--- src/rtl/imm_pkg.sv ---
// imm_pkg: format encodings, immediate range limits and stage types shared by imm_encoder and imm_pack
package imm_pkg;
   typedef enum logic [2:0] {FMT_I = 3'd0, FMT_S = 3'd1, FMT_B = 3'd2, FMT_U = 3'd3, FMT_J = 3'd4} fmt_e;
   localparam int IS_MIN = -2048;
   localparam int IS_MAX = 2047;
   localparam int B_MIN  = -4096;
   localparam int B_MAX  = 4094;
   localparam int J_MIN  = -1048576;
   localparam int J_MAX  = 1048574;
   typedef struct packed {
      logic [2:0]  fmt;
      logic [31:0] base;
      logic [31:0] off;
   } s1_t;
   function automatic logic in_range(input logic [31:0] v, input int lo, input int hi);
      return ($signed(v) >= lo) && ($signed(v) <= hi);
   endfunction
endpackage

--- src/rtl/imm_pack.sv ---
// imm_pack: combinational immediate packing and range/alignment check
//   fmt  : format code (FMT_I..FMT_J, 5-7 illegal)
//   base : instruction supplying all non-immediate bits
//   imm  : immediate (I/S/U) or pc-relative offset (B/J)
//   inst : packed instruction, truncated even when err is set
//   err  : immediate out of range, misaligned or illegal format
module imm_pack
   import imm_pkg::*;
(
   input  logic [2:0]  fmt,
   input  logic [31:0] base,
   input  logic [31:0] imm,
   output logic [31:0] inst,
   output logic        err
);
   always_comb begin
      inst = fmt == FMT_I ? {imm[11:0], base[19:0]} :
             fmt == FMT_S ? {imm[11:5], base[24:12], imm[4:0], base[6:0]} :
             fmt == FMT_B ? {imm[12], imm[10:5], base[24:12], imm[4:1], imm[11], base[6:0]} :
             fmt == FMT_U ? {imm[31:12], base[11:0]} :
             fmt == FMT_J ? {imm[20], imm[10:1], imm[11], imm[19:12], base[11:0]} :
             base;
      err  = (fmt == FMT_I || fmt == FMT_S) ? !in_range(imm, IS_MIN, IS_MAX) :
             fmt == FMT_B ? (!in_range(imm, B_MIN, B_MAX) || imm[0]) :
             fmt == FMT_U ? (|imm[11:0]) :
             fmt == FMT_J ? (!in_range(imm, J_MIN, J_MAX) || imm[0]) :
             1'b1;
   end
endmodule

--- src/rtl/imm_encoder.sv ---
// imm_encoder: two-stage valid/ready pipeline that packs an immediate into an instruction and flags range errors
//   clk, rst_n            : clock, asynchronous active-low reset
//   in_valid/in_ready     : request handshake
//   in_fmt, in_base       : format code and base instruction
//   in_val, in_pc         : immediate (I/S/U) or absolute target (B/J), and instruction address
//   out_valid/out_ready   : result handshake
//   out_inst, out_err     : packed instruction and error flag
//   err_count             : saturating count of delivered errored results (only with IMM_ENC_ERRCNT_EN)
module imm_encoder
   import imm_pkg::*;
(
   input  logic        clk,
   input  logic        rst_n,
   input  logic        in_valid,
   output logic        in_ready,
   input  logic [2:0]  in_fmt,
   input  logic [31:0] in_base,
   input  logic [31:0] in_val,
   input  logic [31:0] in_pc,
   output logic        out_valid,
   input  logic        out_ready,
   output logic [31:0] out_inst,
   output logic        out_err
`ifdef IMM_ENC_ERRCNT_EN
   ,
   output logic [15:0] err_count
`endif
);
   logic        s1_valid;
   s1_t         s1;
   logic        s1_adv;
   logic [31:0] p_inst;
   logic        p_err;
   assign s1_adv   = !out_valid || out_ready;
   assign in_ready = !s1_valid || s1_adv;
   imm_pack u_pack (
      .fmt  (s1.fmt),
      .base (s1.base),
      .imm  (s1.off),
      .inst (p_inst),
      .err  (p_err)
   );
   always_ff @(posedge clk or negedge rst_n) begin
      if (!rst_n) begin
         s1_valid <= 1'b0;
         s1       <= '0;
      end else if (in_ready) begin
         s1_valid <= in_valid;
         if (in_valid)
            s1 <= '{fmt: in_fmt, base: in_base,
                    off: (in_fmt == FMT_B || in_fmt == FMT_J) ? in_val - in_pc : in_val};
      end
   end
   always_ff @(posedge clk or negedge rst_n) begin
      if (!rst_n) begin
         out_valid <= 1'b0;
         out_inst  <= '0;
         out_err   <= 1'b0;
      end else if (s1_adv) begin
         out_valid <= s1_valid;
         if (s1_valid) begin
            out_inst <= p_inst;
            out_err  <= p_err;
         end
      end
   end
`ifdef IMM_ENC_ERRCNT_EN
   always_ff @(posedge clk or negedge rst_n) begin
      if (!rst_n)
         err_count <= '0;
      else if (out_valid && out_ready && out_err && err_count != 16'hFFFF)
         err_count <= err_count + 16'd1;
   end
`endif
endmodule

--- config.mk ---
export PLATFORM = sky130hd
export DESIGN_NAME = imm_encoder
export DESIGN_NICKNAME = d
export VERILOG_FILES = /design/src/rtl/imm_pkg.sv /design/src/rtl/imm_pack.sv /design/src/rtl/imm_encoder.sv
export SDC_FILE = /design/constraint.sdc
export NUM_CORES = 1
export LEC_CHECK = 0
export CAP_MARGIN = 20
export CORE_UTILIZATION = 47
export CTS_CLUSTER_SIZE = 20
export DETAILED_ROUTE_END_ITERATION = 10
export PLACE_DENSITY = 0.78
export SYNTH_ARGS = -nofsm -noshare
export SYNTH_HDL_FRONTEND = slang
export SYNTH_SLANG_ARGS = --single-unit
--- constraint.sdc ---
create_clock -name clk -period 2.1 [get_ports clk]
set_input_delay 0.21 -clock clk [delete_from_list [all_inputs] [get_ports clk]]
set_output_delay 0.21 -clock clk [all_outputs]
set_load 0.01 [all_outputs]
==> metrics.cfg, run 1 <==
[routing]
wl_met3_um = 1655
highest-signal-layer = met4
detail_route.wirelength_um = 22160
routed_via_density = 5.707
routed-wl-met2_um = 10760
drt_pass1_iterations = 8
detail-route-antenna-nets = 0
num_vias = 7128
drt_iter0_markers = 611
met1_length_um = 8820
detail_route.drc_violations = 0
wl_per_cell_um = 17.74

[worst_setup_path]
cp_max_fo = 3
cp_num_buf_inv = 3
worstSetupPathType = input port to flip-flop
timing.critical_path.max_delay_family = compound AO/OA/AOI/OAI gates
worst-endpoint-arrival_ns = 2.55
cp-start-kind = input port
path_cells = dlygate4sd2_1 > inv_2 > ha_4 > a21o_1 > nand2_1 > o21ai_2 > a311oi_4 > buf_4 > a2111oi_4 > o31ai_1 > a21oi_1 > mux2i_1 > a221o_1
worstSetupEndpointType = flip-flop
critPathSlowestCell = sky130_fd_sc_hd__a2111oi_4
cp_slowest_stage_delay_ns = 0.34
required_ns = 2.32

[logic_synthesis]
dominantRegCellSynth = sky130_fd_sc_hd__dfrtp_1
synth.ff_latch_count = 102
synth-edff-count = 0
post_synthesis_compound_gate_area_fraction = 0.2135
yosys.area_share.adder = 0.06340
mappedNetlistNets = 914
yosys.area_share.simple = 0.1980
post_synth_xor_area_fraction = 0.03403
synth_async_sr_flop_share = 1.000
synth_top_family_by_area = compound AO/OA/AOI/OAI gates
synth.area.mux_share = 0.05056
synth.top_cell.area_share = 0.3967
average_size_of_a_mapped_cell_um2 = 8.259
synth_sequential_area_ratio = 0.3967
synth.lib_cells_used.distinct = 59
netlist.top_cell.by_area = sky130_fd_sc_hd__dfrtp_1
synth_area_um2 = 6434
synth_cells = 779
synth_top_cells_by_area = sky130_fd_sc_hd__dfrtp_1 (40%), sky130_fd_sc_hd__nand2_1 (11%), sky130_fd_sc_hd__ha_1 (6.0%)
ys_warns = 0

[layout]
multiInputGateArea_um2 = 4208
final-seq-area_um2 = 2552
area_growth_synth_to_finish_pct = 58.05
post-route-util = 0.7648
layout-drive-gt1-share = 0.3010
design.final.nets = 1204
fillCellCount = 892
antenna_cells = 0

[global_route]
grt_first_pass_wirelength_um = 33170
grt_antenna_before_repair = 0
grt_remaining_overflow = 0
via_count_of_the_first_global_routing_pass = 6809
largest_net_degree_at_the_start_of_global_routing = 53
global_route.usage.total = 0.2947

[floorplan]
full_die_area_um2 = 14160
core_area_um2 = 13300
die_width_um = 119
placementRows = 42
initial_core_util = 0.4839
die-height_um = 119
design.portCount = 138

[pwr]
static-leakage-power_nw = 4.663
vdd_drop_max_mv = 0.4128
power.density_nw_per_um2 = 703.2
p_total_mw = 7.150

[clock_network]
clock_sinks = 102
clock_pin_slew_reported_for_the_worst_setup_and_hold_paths_after_clock_tree_synthesis_ns = 0.06
cts_root_buffer = sky130_fd_sc_hd__clkbuf_16
cts.htree.levels = 3
cts-buffers-inserted = 9
cts.path.max_buffers = 2
clock_insertion_delay_worst_skew_ns = 0.34
cts_tree = done

[place]
gpl.final_weighted_congestion = 0.9146
placement.io_buffers = 137
detailedPlacementHpwl_um = 14560

[timing]
fin_crit_sh = 1.107
timing.slew.headroom = 0.6849
clock-skew-final_ns = 0.005906
period_needed_ns = 2.326
max_freq_mhz = 430.0
final_hold_viol_count = 0
transition_time_at_the_pin_with_the_least_slew_margin_ns = 0.4709
maxSlewViolCount = 0
rsz_0062_raised_after_global_routing = yes
setup_viol_count_final = 16
final.setup.worst_slack_ns = -0.2256

[run_status]
failed_checks = setup timing
status = finished with violations

[flow_run]
cap_violations = 0

[hold_path]
min_path_type = input port to flip-flop

tightest hold or removal path: cells and delay by family:
| kind | cells | cell delay, ns |
|---|---|---|
| AOI/OAI and AO/OA | 2 | 0.19 |
| buffers and inverters | 1 | 0.11 |
layout by cell type, fill, tap and decap left out, types with 13 or more instances in the layout:
master / count
sky130_fd_sc_hd__clkdlybuf4s50_1: 102
sky130_fd_sc_hd__ha_4: 20
sky130_fd_sc_hd__a21o_1: 19
sky130_fd_sc_hd__dfrtp_1: 102
sky130_fd_sc_hd__nor2_1: 48
sky130_fd_sc_hd__inv_2: 14
sky130_fd_sc_hd__mux2i_1: 19
sky130_fd_sc_hd__buf_6: 13
sky130_fd_sc_hd__dlygate4sd2_1: 13
sky130_fd_sc_hd__buf_4: 164
sky130_fd_sc_hd__inv_1: 23
sky130_fd_sc_hd__nand2_1: 177
sky130_fd_sc_hd__a21oi_1: 40
sky130_fd_sc_hd__o21ai_0: 52
synthesized netlist by cell type (8+ instances only):
cell                         n
sky130_fd_sc_hd__nor4_1      8
sky130_fd_sc_hd__ha_1       31
sky130_fd_sc_hd__nand3_1    11
sky130_fd_sc_hd__nand2_1   183
sky130_fd_sc_hd__a31oi_1    13
sky130_fd_sc_hd__mux2i_1    19
sky130_fd_sc_hd__dfrtp_1   102
sky130_fd_sc_hd__nand4_1     9
sky130_fd_sc_hd__nand2b_1    8
sky130_fd_sc_hd__nor2_1     49
sky130_fd_sc_hd__clkbuf_1   30
sky130_fd_sc_hd__inv_1      40
sky130_fd_sc_hd__xnor2_1    13
sky130_fd_sc_hd__mux2_2     12
sky130_fd_sc_hd__a21oi_1    53
sky130_fd_sc_hd__a21o_1     19
sky130_fd_sc_hd__o21ai_0    68
sky130_fd_sc_hd__o22ai_1     8
sky130_fd_sc_hd__xor2_1     12
sky130_fd_sc_hd__o221ai_1    8
through the flow:
step	hold slack (ns)	area [um2]	std cells	setup TNS, ns	worst slack, ns
2_1_floorplan	-0.08559	6598	779	-2.375	-0.3616
3_3_place_gp	0.1724	9203	1203	-19.45	-0.9665
3_5_place_dp	0.1767	9203	1203	-20.70	-1.055
4_1_cts	0.2231	9920	1238	-0.4755	-0.1085
5_1_grt	0.2485	10170	1249	-3.852	-0.3338
6_report	0.2232	10170	1249	-2.156	-0.2256
metal layers:
layer | vias to the layer above | global-route usage
met5 | - | 0
met4 | 0 | 0.1226
met3 | 85 | 0.04646
met2 | 413 | 0.4913
met1 | 3307 | 0.3801
li1 | 3323 | -
report_power, final:
part / internal (mW) / switching [mW] / total (mW)
Combinational: 1.49 / 1.37 / 2.86
Clock: 0.952 / 0.656 / 1.61
Sequential: 2.34 / 0.340 / 2.68
Total: 4.79 / 2.36 / 7.15
cells by family (layout without fill, tap and decap cells):
| group | after synthesis | count (layout) |
|---|---|---|
| simple gates | 297 | 297 |
| compound gates | 218 | 218 |
| flops | 102 | 102 |
| buf+inv | 74 | 368 |
| fa+ha+maj | 32 | 32 |
| mux | 31 | 31 |
| xor+xnor | 25 | 25 |
registers in the layout (all words and copies together) (netlist names):
register	flops
out_inst	32
s1_valid	1
s1	67
out_valid	1
out_err	1
layout make-up:
cell class / count / area share
Clock buffer: 14 / 0.02498
Tap cell: 176 / 0.02166
Clock inverter: 1 / 0.002953
Timing Repair Buffer: 312 / 0.2677
Sequential cell: 102 / 0.2510
Multi-Input combinational cell: 603 / 0.4138
Inverter: 41 / 0.01784
timing repair:
item / in CTS / in global routing
setup buffers: 19 / 12
hold buffers: 1 / 0
gates resized for setup: 153 / 57
pin swaps: 52 / 35
setup endpoints to repair: 26 / 30
endpoints found under the hold margin: 31 / 0
path summary, 6_finish.rpt:
path | slack (ns) | cells past startpoint | startpoint | end
max | -0.23 | 13 | in_pc[6] | s1[29]
min | 0.22 | 3 | in_val[2] | s1[2]
max reg2reg | 0.14 | 8 | s1[30] | out_err
min reg2reg | 0.47 | 2 | s1[36] | s1[36]
max in group asynchronous | 1.11 | 3 | rst_n | s1[2]
min in group asynchronous | 0.35 | 2 | rst_n | out_inst[4]
Note: power is estimated with default switching activity, not from simulation.
==> run 2, diff against run 1 <==
--- a/config.mk
+++ b/config.mk
@@ -10,6 +10,7 @@
 export CTS_CLUSTER_SIZE = 20
 export DETAILED_ROUTE_END_ITERATION = 10
 export PLACE_DENSITY = 0.78
+export SLEW_MARGIN = 20
 export SYNTH_ARGS = -nofsm -noshare
 export SYNTH_HDL_FRONTEND = slang
 export SYNTH_SLANG_ARGS = --single-unit
==> results of run 2 <==
Final layout, timing and power as in run 1 (identical DEF).
==> run 3, diff against run 2 <==
--- a/config.mk
+++ b/config.mk
@@ -6,10 +6,11 @@
 export NUM_CORES = 1
 export LEC_CHECK = 0
 export CAP_MARGIN = 20
-export CORE_UTILIZATION = 47
+export CORE_UTILIZATION = 55
 export CTS_CLUSTER_SIZE = 20
 export DETAILED_ROUTE_END_ITERATION = 10
-export PLACE_DENSITY = 0.78
+export DONT_BUFFER_PORTS = 1
+export PLACE_DENSITY = 0.73
 export SLEW_MARGIN = 20
 export SYNTH_ARGS = -nofsm -noshare
 export SYNTH_HDL_FRONTEND = slang
==> run 3 against run 2 <==
  * Count of clock-buffer cells in the layout is 1 lower
  * Non-clock buffer count is 179 lower
  * The flow finishes with violations (hold timing, setup timing)
  * Highest routed layer unchanged
  * Clock power is 4% lower
  * Largest cell class unchanged
  * Critical path depth is 1 lower
  * Clock skew is 0.0012 ns lower
  * Critical path type unchanged
==> metrics.cfg, run 3 (same netlist as run 1, synthesis figures left out) <==
[floorplan]
core_area_um2 = 11420
full_die_area_um2 = 12130
die-height_um = 110.2
die_width_um = 110.2
design.portCount = 138
initial_core_util = 0.5634
placementRows = 39

[pwr]
p_total_mw = 6.187
switching_power_mw = 2.079
power_report.internal_total_mw = 4.108
power.share.switching = 0.3360
power.density_nw_per_um2 = 758.5
static-leakage-power_nw = 3.797
vdd_drop_max_mv = 0.7299
share_comb_of_total_power = 0.304
clock_power_share = 0.248
power_frac_seq = 0.448

[timing]
max_freq_mhz = 453.1
period_needed_ns = 2.207
final_hold_viol_count = 102
fin_crit_sh = 1.051
transition_time_at_the_pin_with_the_least_slew_margin_ns = 0.5878
post_route_hold_slack_ns = -0.4396
rsz_0062_raised_after_global_routing = yes
maxSlewViolCount = 0
timing.slew.headroom = 0.5980
clock-skew-final_ns = 0.004739
final.setup.worst_slack_ns = -0.1068
setup_viol_count_final = 4

[flow_run]
cap_violations = 0

[clock_network]
cts.htree.levels = 3
cts.path.max_buffers = 2
cts_root_buffer = sky130_fd_sc_hd__clkbuf_16
postCtsHoldBufs = 33
clock_sinks = 102
cts_tree = done
cts-buffers-inserted = 9
clock_insertion_delay_worst_skew_ns = 0.34
clock_pin_slew_reported_for_the_worst_setup_and_hold_paths_after_clock_tree_synthesis_ns = 0.06

[routing]
num_vias = 6131
drt_pass1_iterations = 5
detail_route.drc_violations = 0
routed_via_density = 5.907
detail-route-antenna-nets = 0
wl_per_cell_um = 17.30
detail_route.wirelength_um = 17960
drt_iter0_markers = 447

[layout]
reg_with_most_ffs = s1
post-route-util = 0.7144
multiInputGateArea_um2 = 3872
design_area_final_um2 = 8158
layout-drive-gt1-share = 0.1978
layout.cells.non_filler = 1038
final-seq-area_um2 = 2552
design.final.nets = 1025
fillCellCount = 906
area_growth_synth_to_finish_pct = 26.80
antenna_cells = 0
most-common-layout-cells = sky130_fd_sc_hd__nand2_1 (182), sky130_fd_sc_hd__dfrtp_1 (102), sky130_fd_sc_hd__buf_4 (99)
layout_commonest_cell = sky130_fd_sc_hd__nand2_1
max_ffs_per_register = 67
layout_top_registers = s1 (67), out_inst (32)

[global_route]
grt_first_pass_wirelength_um = 28030
grt_antenna_before_repair = 0
largest_net_degree_at_the_start_of_global_routing = 103
global_route.usage.total = 0.3009
via_count_of_the_first_global_routing_pass = 5769
grt_remaining_overflow = 0

[worst_setup_path]
worstSetupEndpointType = flip-flop
required_ns = 2.32
worstSetupPathType = input port to flip-flop
cp_max_fo = 4
worst-endpoint-arrival_ns = 2.43
cp-start-kind = input port

[hold_path]
min_path_type = input port to asynchronous set/reset pin

[run_status]
failed_checks = hold timing, setup timing
status = finished with violations

[place]
placement.io_buffers = 0
place.detailed.instances = 980
preCtsSetupSlack_ns = -0.5679
postPlaceCellArea_um2 = 7345
detailedPlacementHpwl_um = 13430
gpl.final_weighted_congestion = 0.9159

run 3: path summary, 6_finish.rpt:
check                           start      endpoint  slack [ns]  cells past startpoint
setup / recovery             in_pc[4]        s1[31]       -0.11                     12
hold / removal                  rst_n  out_inst[19]       -0.44                      0
setup reg to reg               s1[27]       out_err        0.14                      8
hold reg to reg                s1[34]        s1[34]        0.47                      2
max in group asynchronous       rst_n        s1[26]        2.41                      0
min in group clk           in_val[25]        s1[25]        0.01                      2
run 3: layout make-up:
| type | count | area share |
|---|---|---|
| flip-flops and latches | 102 | 0.3129 |
| clock inverters | 3 | 0.002301 |
| multi-input cells | 603 | 0.4747 |
| repair buffers | 133 | 0.1340 |
| well taps | 143 | 0.02193 |
| inverters | 41 | 0.02224 |
| clock buffers | 13 | 0.03190 |
run 3: critical path: stages:
cell                        delay (ns)
sky130_fd_sc_hd__inv_4            0.04
sky130_fd_sc_hd__ha_4             0.19
sky130_fd_sc_hd__a21o_1           0.20
sky130_fd_sc_hd__a31oi_2          0.23
sky130_fd_sc_hd__o21ai_4          0.14
sky130_fd_sc_hd__a311oi_4         0.42
sky130_fd_sc_hd__buf_4            0.19
sky130_fd_sc_hd__a2111oi_4        0.07
sky130_fd_sc_hd__or3_1            0.39
sky130_fd_sc_hd__o211ai_2         0.09
sky130_fd_sc_hd__xnor2_1          0.17
sky130_fd_sc_hd__o21ai_1          0.08
run 3: repair_timing:
item	CTS	global route
pin swaps	9	18
endpoints found under the hold margin	135	102
setup endpoints to repair	14	18
setup buffers	2	7
resized for setup	3	27
run 3: power by group through the flow:
stage | clock network [mW] | registers [mW] | logic [mW]
6_report | 1.54 | 2.77 | 1.88
5_1_grt | 1.63 | 2.82 | 2.09
4_1_cts | 1.56 | 2.76 | 1.80
3_5_place_dp | 0 | 2.79 | 1.72
3_3_place_gp | 0 | 2.77 | 1.67
2_1_floorplan | 0 | 2.68 | 1.19
run 3: routing by layer:
metal  share of wire  GRT usage
met1            0.43     0.3992
met2            0.48     0.4960
met3           0.063    0.04409
met4           0.029     0.1203
met5               0          0
run 3: stage by stage:
stage	setup TNS, ns	hold slack [ns]
final	-0.1576	-0.4396
after global routing	-1.049	-0.4528
after floorplan	-2.375	-0.08559
after detailed placement	-8.602	-0.08278
after CTS	-0.02367	-0.4508
after global placement	-6.733	-0.08209
